File: src/rtl/pc_unit.sv
// pc_unit: program counter with exception vectoring and a circular
// return-address stack (RAS) used for call/return prediction.
module pc_unit #(
  parameter int                 WIDTH     = 32,
  parameter logic [WIDTH-1:0]   RESET_VAL = '1,
  parameter logic [WIDTH-1:0]   INC       = WIDTH'(4),
  parameter logic [WIDTH-1:0]   EXC_VEC   = WIDTH'(32'h0000_0080),
  parameter int                 RAS_DEPTH = 4
) (
  input  logic             clk,
  input  logic             rst,
  input  logic             PCWrite,
  input  logic [1:0]       pc_src,
  input  logic [WIDTH-1:0] target,
  input  logic             call,
  input  logic             exc,
  output logic [WIDTH-1:0] PC,
  output logic             ras_empty,
  output logic             ras_full,
  output logic             ras_err
);

  localparam int PW = (RAS_DEPTH > 1) ? $clog2(RAS_DEPTH) : 1;
  localparam int CW = $clog2(RAS_DEPTH + 1);
  localparam logic [CW-1:0] CNT_MAX = CW'(RAS_DEPTH);

  localparam logic [1:0] SRC_SEQ = 2'd0;
  localparam logic [1:0] SRC_BR  = 2'd1;
  localparam logic [1:0] SRC_JMP = 2'd2;
  localparam logic [1:0] SRC_RET = 2'd3;

  // Architectural state
  logic [WIDTH-1:0] pc_q, pc_d;
  logic [PW-1:0]    head_q, head_d;   // next free slot; top is head_q-1
  logic [CW-1:0]    cnt_q, cnt_d;
  logic             err_q, err_d;

  // Stack storage, not reset
  logic [RAS_DEPTH-1:0][WIDTH-1:0] ras_q;

  // Write port into the stack
  logic             wr_en;
  logic [PW-1:0]    wr_idx;
  logic [WIDTH-1:0] wr_val;

  // Derived values
  logic [WIDTH-1:0] pc_inc;
  logic [PW-1:0]    top_idx;
  logic [WIDTH-1:0] top_val;
  logic             empty, full;
  logic             do_ret, do_pop;

  assign pc_inc  = pc_q + INC;          // wraps modulo 2^WIDTH
  assign top_idx = head_q - PW'(1);     // modulo RAS_DEPTH (power of two)
  assign top_val = ras_q[top_idx];
  assign empty   = (cnt_q == '0);
  assign full    = (cnt_q == CNT_MAX);
  assign do_ret  = PCWrite && (pc_src == SRC_RET);
  assign do_pop  = do_ret && !empty;

  // Next-state selection: exception beats PCWrite beats hold
  always_comb begin
    pc_d   = pc_q;
    head_d = head_q;
    cnt_d  = cnt_q;
    err_d  = err_q;
    wr_en  = 1'b0;
    wr_idx = head_q;
    wr_val = pc_inc;
    if (exc) begin
      // RAS deliberately untouched on an exception
      pc_d = EXC_VEC;
    end else if (PCWrite) begin
      unique case (pc_src)
        SRC_SEQ:         pc_d = pc_inc;
        SRC_BR, SRC_JMP: pc_d = target;
        default: begin
          // Return on an empty stack falls back to target and flags underflow
          if (empty) begin
            pc_d  = target;
            err_d = 1'b1;
          end else begin
            pc_d  = top_val;
          end
        end
      endcase

      if (do_pop && call) begin
        // Return-and-call: swap top entry in place, depth unchanged
        wr_en  = 1'b1;
        wr_idx = top_idx;
      end else if (do_pop) begin
        head_d = top_idx;
        cnt_d  = cnt_q - CW'(1);
      end else if (call) begin
        // Push; when full this lands on the oldest entry (circular)
        wr_en  = 1'b1;
        wr_idx = head_q;
        head_d = head_q + PW'(1);
        if (full) err_d = 1'b1;
        else      cnt_d = cnt_q + CW'(1);
      end
    end
  end

  // PC, stack pointer, count and sticky error registers
  always_ff @(posedge clk or posedge rst) begin
    if (rst) begin
      pc_q   <= RESET_VAL;
      head_q <= '0;
      cnt_q  <= '0;
      err_q  <= 1'b0;
    end else begin
      pc_q   <= pc_d;
      head_q <= head_d;
      cnt_q  <= cnt_d;
      err_q  <= err_d;
    end
  end

  // Stack entry write; contents survive reset (only count is cleared)
  always_ff @(posedge clk) begin
    if (wr_en && !rst) ras_q[wr_idx] <= wr_val;
  end

  assign PC        = pc_q;
  assign ras_empty = empty;
  assign ras_full  = full;
  assign ras_err   = err_q;

endmodule

File: config.mk
export PLATFORM = sky130hd
export DESIGN_NAME = pc_unit
export DESIGN_NICKNAME = d
export VERILOG_FILES = /design/src/rtl/pc_unit.sv
export SDC_FILE = /design/constraint.sdc
export NUM_CORES = 1
export LEC_CHECK = 0
export BUFFER_PORTS_ARGS = -buffer_cell sky130_fd_sc_hd__buf_2
export CORE_MARGIN = 8
export CORE_UTILIZATION = 25
export DETAILED_ROUTE_END_ITERATION = 10
export GPL_TIMING_DRIVEN = 0
export PLACE_DENSITY_LB_ADDON = 0.3
export SLEW_MARGIN = 0
export SYNTH_ARGS = -nofsm -noshare
export SYNTH_HDL_FRONTEND = slang
export SYNTH_SLANG_ARGS = --single-unit
File: constraint.sdc
create_clock -name clk -period 6.9 [get_ports clk]
set_input_delay 0.345 -clock clk [delete_from_list [all_inputs] [get_ports clk]]
set_output_delay 0.345 -clock clk [all_outputs]
set_load 0.01 [all_outputs]
### After elaboration in Yosys (flattened, before gate mapping)

Cells that the tools add are included.

* add/sub/neg operators: 5
* multipliers: 0
* divide/modulo/power cells: 0
* $lt $le $gt $ge: 3
* equality and inequality tests: 5
* shift operators: 0
* multiplexer cells: 28
* bitwise logic cells: 2
* reductions and logical operators: 16

Operator list (number)
* 32-bit two-way mux: 5
* 128-bit bitwise mux: 1
* 32-bit binary-select mux with 2-bit select: 1
* 32-bit demux with 2-bit select: 1
* 32-bit case mux with 2 select lines: 1
* 32-bit by 3-bit adder with 32-bit output, second input constant: 1
* 1-bit two-way mux: 11
* 2-bit two-way mux: 5
* 3-bit two-way mux: 3
* 2-bit by 3-bit < comparator with 1-bit output, second input constant: 2
* 1-bit logical AND: 5
* 5-bit AND reduction: 1
* 2-bit equality test, second input constant: 2
* 4-bit AND reduction: 1
* 2-bit nonzero test: 2
* 3-bit by 1-bit adder with 3-bit output, second input constant: 1
* 3-bit equality test, second input constant: 1
* 3-bit zero test: 1
* 3-bit OR reduction: 1
* 3-bit by 1-bit subtractor with 3-bit output, second input constant: 1
* 2-bit by 1-bit adder with 2-bit output, second input constant: 1
* 2-bit by 1-bit equality test with 1-bit output, second input constant: 1
* 2-bit by 1-bit >= comparator with 1-bit output, second input constant: 1
* 1-bit zero test: 2
* other kinds (6): 7

* bits in registers: 166
* latch bits: 0
* bits in writable memories: 0
* memory bits (read-only): 0
* bits of input ports: 39
* output and inout bits: 35
* memories kept: 0

### Depth between registers and ports, before layout

* word-level depth: 12
* depth in mapped cells: 10
* mapped depth without buffers: 7

### Worst setup path before layout

No wires, ideal clock.

* path type: register to register
* start point: register cnt_q[1]
* end point: register ras_q[32] (netlist bit), enable pin
* data arrival time: 3017 ps
* setup slack: 3462 ps
* cell stages (with the launch flop): 9
* clock period less this slack: 3438 ps
* path through: dfrtp_1 -> clkbuf_1 -> or3_1 -> buf_2 -> clkbuf_1 -> buf_1 -> a21oi_1 -> a21oi_1 -> nor2_1

* longest elaborated chain between the ends: 8
* elaborated cells between the ends (all ways): 9

RTL lines
* from (decl): RTL line 35 `logic [CW-1:0] cnt_q, cnt_d;`
* from (signal assigned): RTL line 116 `cnt_q <= cnt_d;`
* 3-bit zero test (*): RTL line 56 `assign empty = (cnt_q == '0);`
* 1-bit zero test (*): RTL line 59 `assign do_pop = do_ret && !empty;`
* 1-bit logical AND (*): RTL line 59
* 1-bit two-way mux or 1-bit logical AND (tied branches): RTL line 92, 88
* 1-bit two-way mux (*): RTL line 88 `if (do_pop && call) begin`
* 1-bit two-way mux (*): RTL line 73 `end else if (PCWrite) begin`
* 1-bit two-way mux (*): RTL line 70 `if (exc) begin`
* 1-bit logical AND (*): RTL line 123 `if (wr_en && !rst) ras_q[wr_idx] <= wr_val;`
* to (signal, indexed assignment): RTL line 123
* to (decl): RTL line 39 `logic [RAS_DEPTH-1:0][WIDTH-1:0] ras_q;`

Every way passes the cells marked *; elsewhere a longest branch is shown, timed or not.
A chain may end at the register's enable or synchronous reset.

### Worst setup path after layout

* start point: register cnt_q[1]
* end point: register ras_q[34] (netlist bit), enable pin

The elaborated chain is that of the path after synthesis.

==> run metrics <==
Hold Path Depth=4; initial antenna violation count=0; number of global-route vias before repair=6378; unrepaired setup endpoints after global routing=no; reg2reg setup slack=3590 ps; Synthesized Nets=730; clock buffer depth=2; YS warnings=0; Die Y-Extent=a little under 200 um; CP startpoint kind=register; EDFF count, synth=around 130; DRC Markers=0; routed vias/inst=approximately 5.1; crit path max fanout=18; CTS Buf Count=17; gpl congestion=slightly above 0.9; worst r2r dst=ras_q[34]$_DFFE_PP_; FMAX=roughly 300 MHz; H-tree Lvls=4; DP HPWL=20.5 mm; Hold Path Sink=PC[16]$_DFFE_PP1P_; Resize count post-CTS=0; crit share post-route=48.0%; Layout Nets=about 830; Port Buf Inserts=71; final hold viol count=0; dpl cell area=approximately 9400 sq um; area grow syn2layout=20.1%; core area=33300 sq um; vias=6304; full die area=39600 sq um; Root Buffer=clkbuf_16; Worst Skew=11.3 ps; post-route ant nets=0; synth unique cells=63; WP data arrival=3450 ps; # rows=between 60 and 70; slew at the pin closest to its max-slew limit=1280 ps; Final Core Density=a little under a third; GRT overflow=0; clk slew on worst S/H paths=around 60 ps; max-slew violations=0; Setup Crit Path Kind=reg -> reg; Post-Syn Area=8370 sq um; Critical Path End Type=register; Worst R2R Start=cnt_q[1]$_DFFE_PP0P_; Pwr Density=312 nW/um^2; Power Total=3.13 mW; ys async rst share=between 20% and 30%; Final min period=3310 ps; DR pass1 iterations=5; share of cells above drive strength 1=26.0%; Initial DRC Count=628; Final WS setup=roughly 3600 ps; sequential element share of the synthesized area=57.8%; CTS tree=built; Final Setup Violations=0; Place WS=3600 ps; commonest register cell after synthesis=edfxtp_1; leak pwr=3.45 nW; synthesized instance count=686; FILL cells=3390; CTS sink cnt=~170; WP data required=7040 ps; TNS Setup=0 ps; worst-skew pair later-pin latency=430 ps; outcome=finished, final reports clean; number of diodes=0; min-delay src=target[16]; first-pass GRT wire length=approximately 41 mm; Maximum Capacitance Violations=0; GRT Overall Usage=14.2%; min-delay worst type=in -> reg; fin area=10100 sq um; Die Wd=199 um; I/O Pins=74; routed len/inst=22.3 um; Synth Register Bits=166; VDD IR max=~0.00014 V; Initial Utilization=25.1%; FF-to-FF path depth=9; syn_area_per_cell=12.2 sq um; max_slew headroom=between 10% and 20%; Routed WL=27.8 mm; largest net degree at the start of global routing=22
-- metrics by stage --
step	std cells	hold slack [ps]
floorplan	686	493
global placement	1205	449
detailed placement	1210	387
CTS	1243	283
global route	1243	314
finish	1243	302
-- placed cells by master (no fill, tap or decap), types with 5 or more instances in the layout --
master     count
dfrtp_1        6
o31ai_1       10
a31oi_1       21
nand4_1       11
a31o_2         8
or2_2          5
nor2_1        27
nand2_1       98
a211oi_1       6
o31a_1         8
a21oi_1       31
nand3_1       29
nor3_1         9
clkbuf_16     17
nor4_1        11
dfstp_2       32
inv_1          9
mux4_2        32
a221oi_1       6
o21ai_0       20
edfxtp_1     128
xnor2_1       15
a22o_1         9
nand2b_1       5
a221o_1        5
xor2_1        10
clkbuf_1      43
buf_2         82
nand3b_1       5
-- critical path, stage by stage, from the launching register on --
cell and delay [ps]:
dfrtp_1 360, clkbuf_1 200, or3_1 390, buf_2 190, clkbuf_1 330, buf_1 410, a21oi_1 240, a21oi_1 120
nor2_4 510, buf_16 240
-- synth_stat cells (all sizes together) (7+ instances only) --
| master | instances | area, sq um |
|---|---|---|
| clkbuf | 40 | 150 |
| dfstp | 32 | 841 |
| o31a | 8 | 70.1 |
| and2 | 7 | 43.8 |
| nor2 | 30 | 113 |
| nor4 | 12 | 81.3 |
| a31oi | 21 | 131 |
| o31ai | 10 | 75.1 |
| a31o | 8 | 70.1 |
| nand2 | 98 | 368 |
| nand4 | 11 | 68.8 |
| edfxtp | 128 | 3840 |
| a221oi | 7 | 67.6 |
| xor2 | 10 | 87.6 |
| nand3 | 30 | 163 |
| buf | 17 | 85.1 |
| a21oi | 32 | 160 |
| inv | 10 | 37.5 |
| nor3 | 9 | 45.0 |
| o21ai | 20 | 100 |
| mux4 | 32 | 721 |
| xnor2 | 15 | 131 |
| a22o | 9 | 78.8 |
-- layer usage --
layer | share of wire (%) | up-vias | GRT usage, %
met5 | 0 | - | 0
met4 | 1.9 | 0 | 4.83
met3 | 7.0 | 32 | 3.45
met2 | 47 | 218 | 22.5
met1 | 44 | 3216 | 18.7
li1 | - | 2838 | -
-- power breakdown --
group | switching, mW | internal, mW
combinational | 0.553 | 0.356
sequential | 0.0483 | 1.17
clock | 0.402 | 0.607
total | 1.00 | 2.13
-- cells by family (layout without fill, tap and decap cells) --
family                     count (synthesis)  after routing  share of synthesized area [%]
AOI/OAI and AO/OA                        152            152                           12.7
xor gates and xnor gates                  25             25                           2.62
adders and majority gates                  5              5                          0.837
buffers and inverters                     70            179                           3.39
DFF                                      166            166                           57.8
muxes                                     37             37                           9.23
and+or+nand+nor                          231            231                           13.4
-- how the worst max path moves through the flow --
stage | start | endpoint
6_report | cnt_q[1]$_DFFE_PP0P_ | ras_q[34]$_DFFE_PP_
5_1_grt | cnt_q[1]$_DFFE_PP0P_ | cnt_q[1]$_DFFE_PP0P_
4_1_cts | cnt_q[1]$_DFFE_PP0P_ | ras_q[34]$_DFFE_PP_
3_5_place_dp | cnt_q[1]$_DFFE_PP0P_ | ras_q[34]$_DFFE_PP_
3_3_place_gp | rst | ras_q[127]$_DFFE_PP_
2_1_floorplan | cnt_q[1]$_DFFE_PP0P_ | ras_q[32]$_DFFE_PP_
-- sequential cells by signal, summed over array words and instances, names as in the netlist --
signal,cells
PC,32
head_q,2
cnt_q,3
ras_err,1
ras_q,128
-- area by class of cell --
class                   instances  area (sq um)  share of cell area [%]
flip-flops and latches        166          4830                    48.1
multi-input cells             450          3280                    32.7
well taps                     448           561                    5.58
repair buffers                 77           473                    4.71
clock buffers                  20           437                    4.34
plain buffers                  57           235                    2.34
clock inverters                12           180                    1.79
inverters                      13          48.8                   0.485
-- timing repair --
action                                 4_1_cts  5_1_grt
setup buffers                                0        0
hold buffers                                 1        0
endpoints found under the hold margin        5        0
Note: power is estimated with default switching activity, not from simulation.
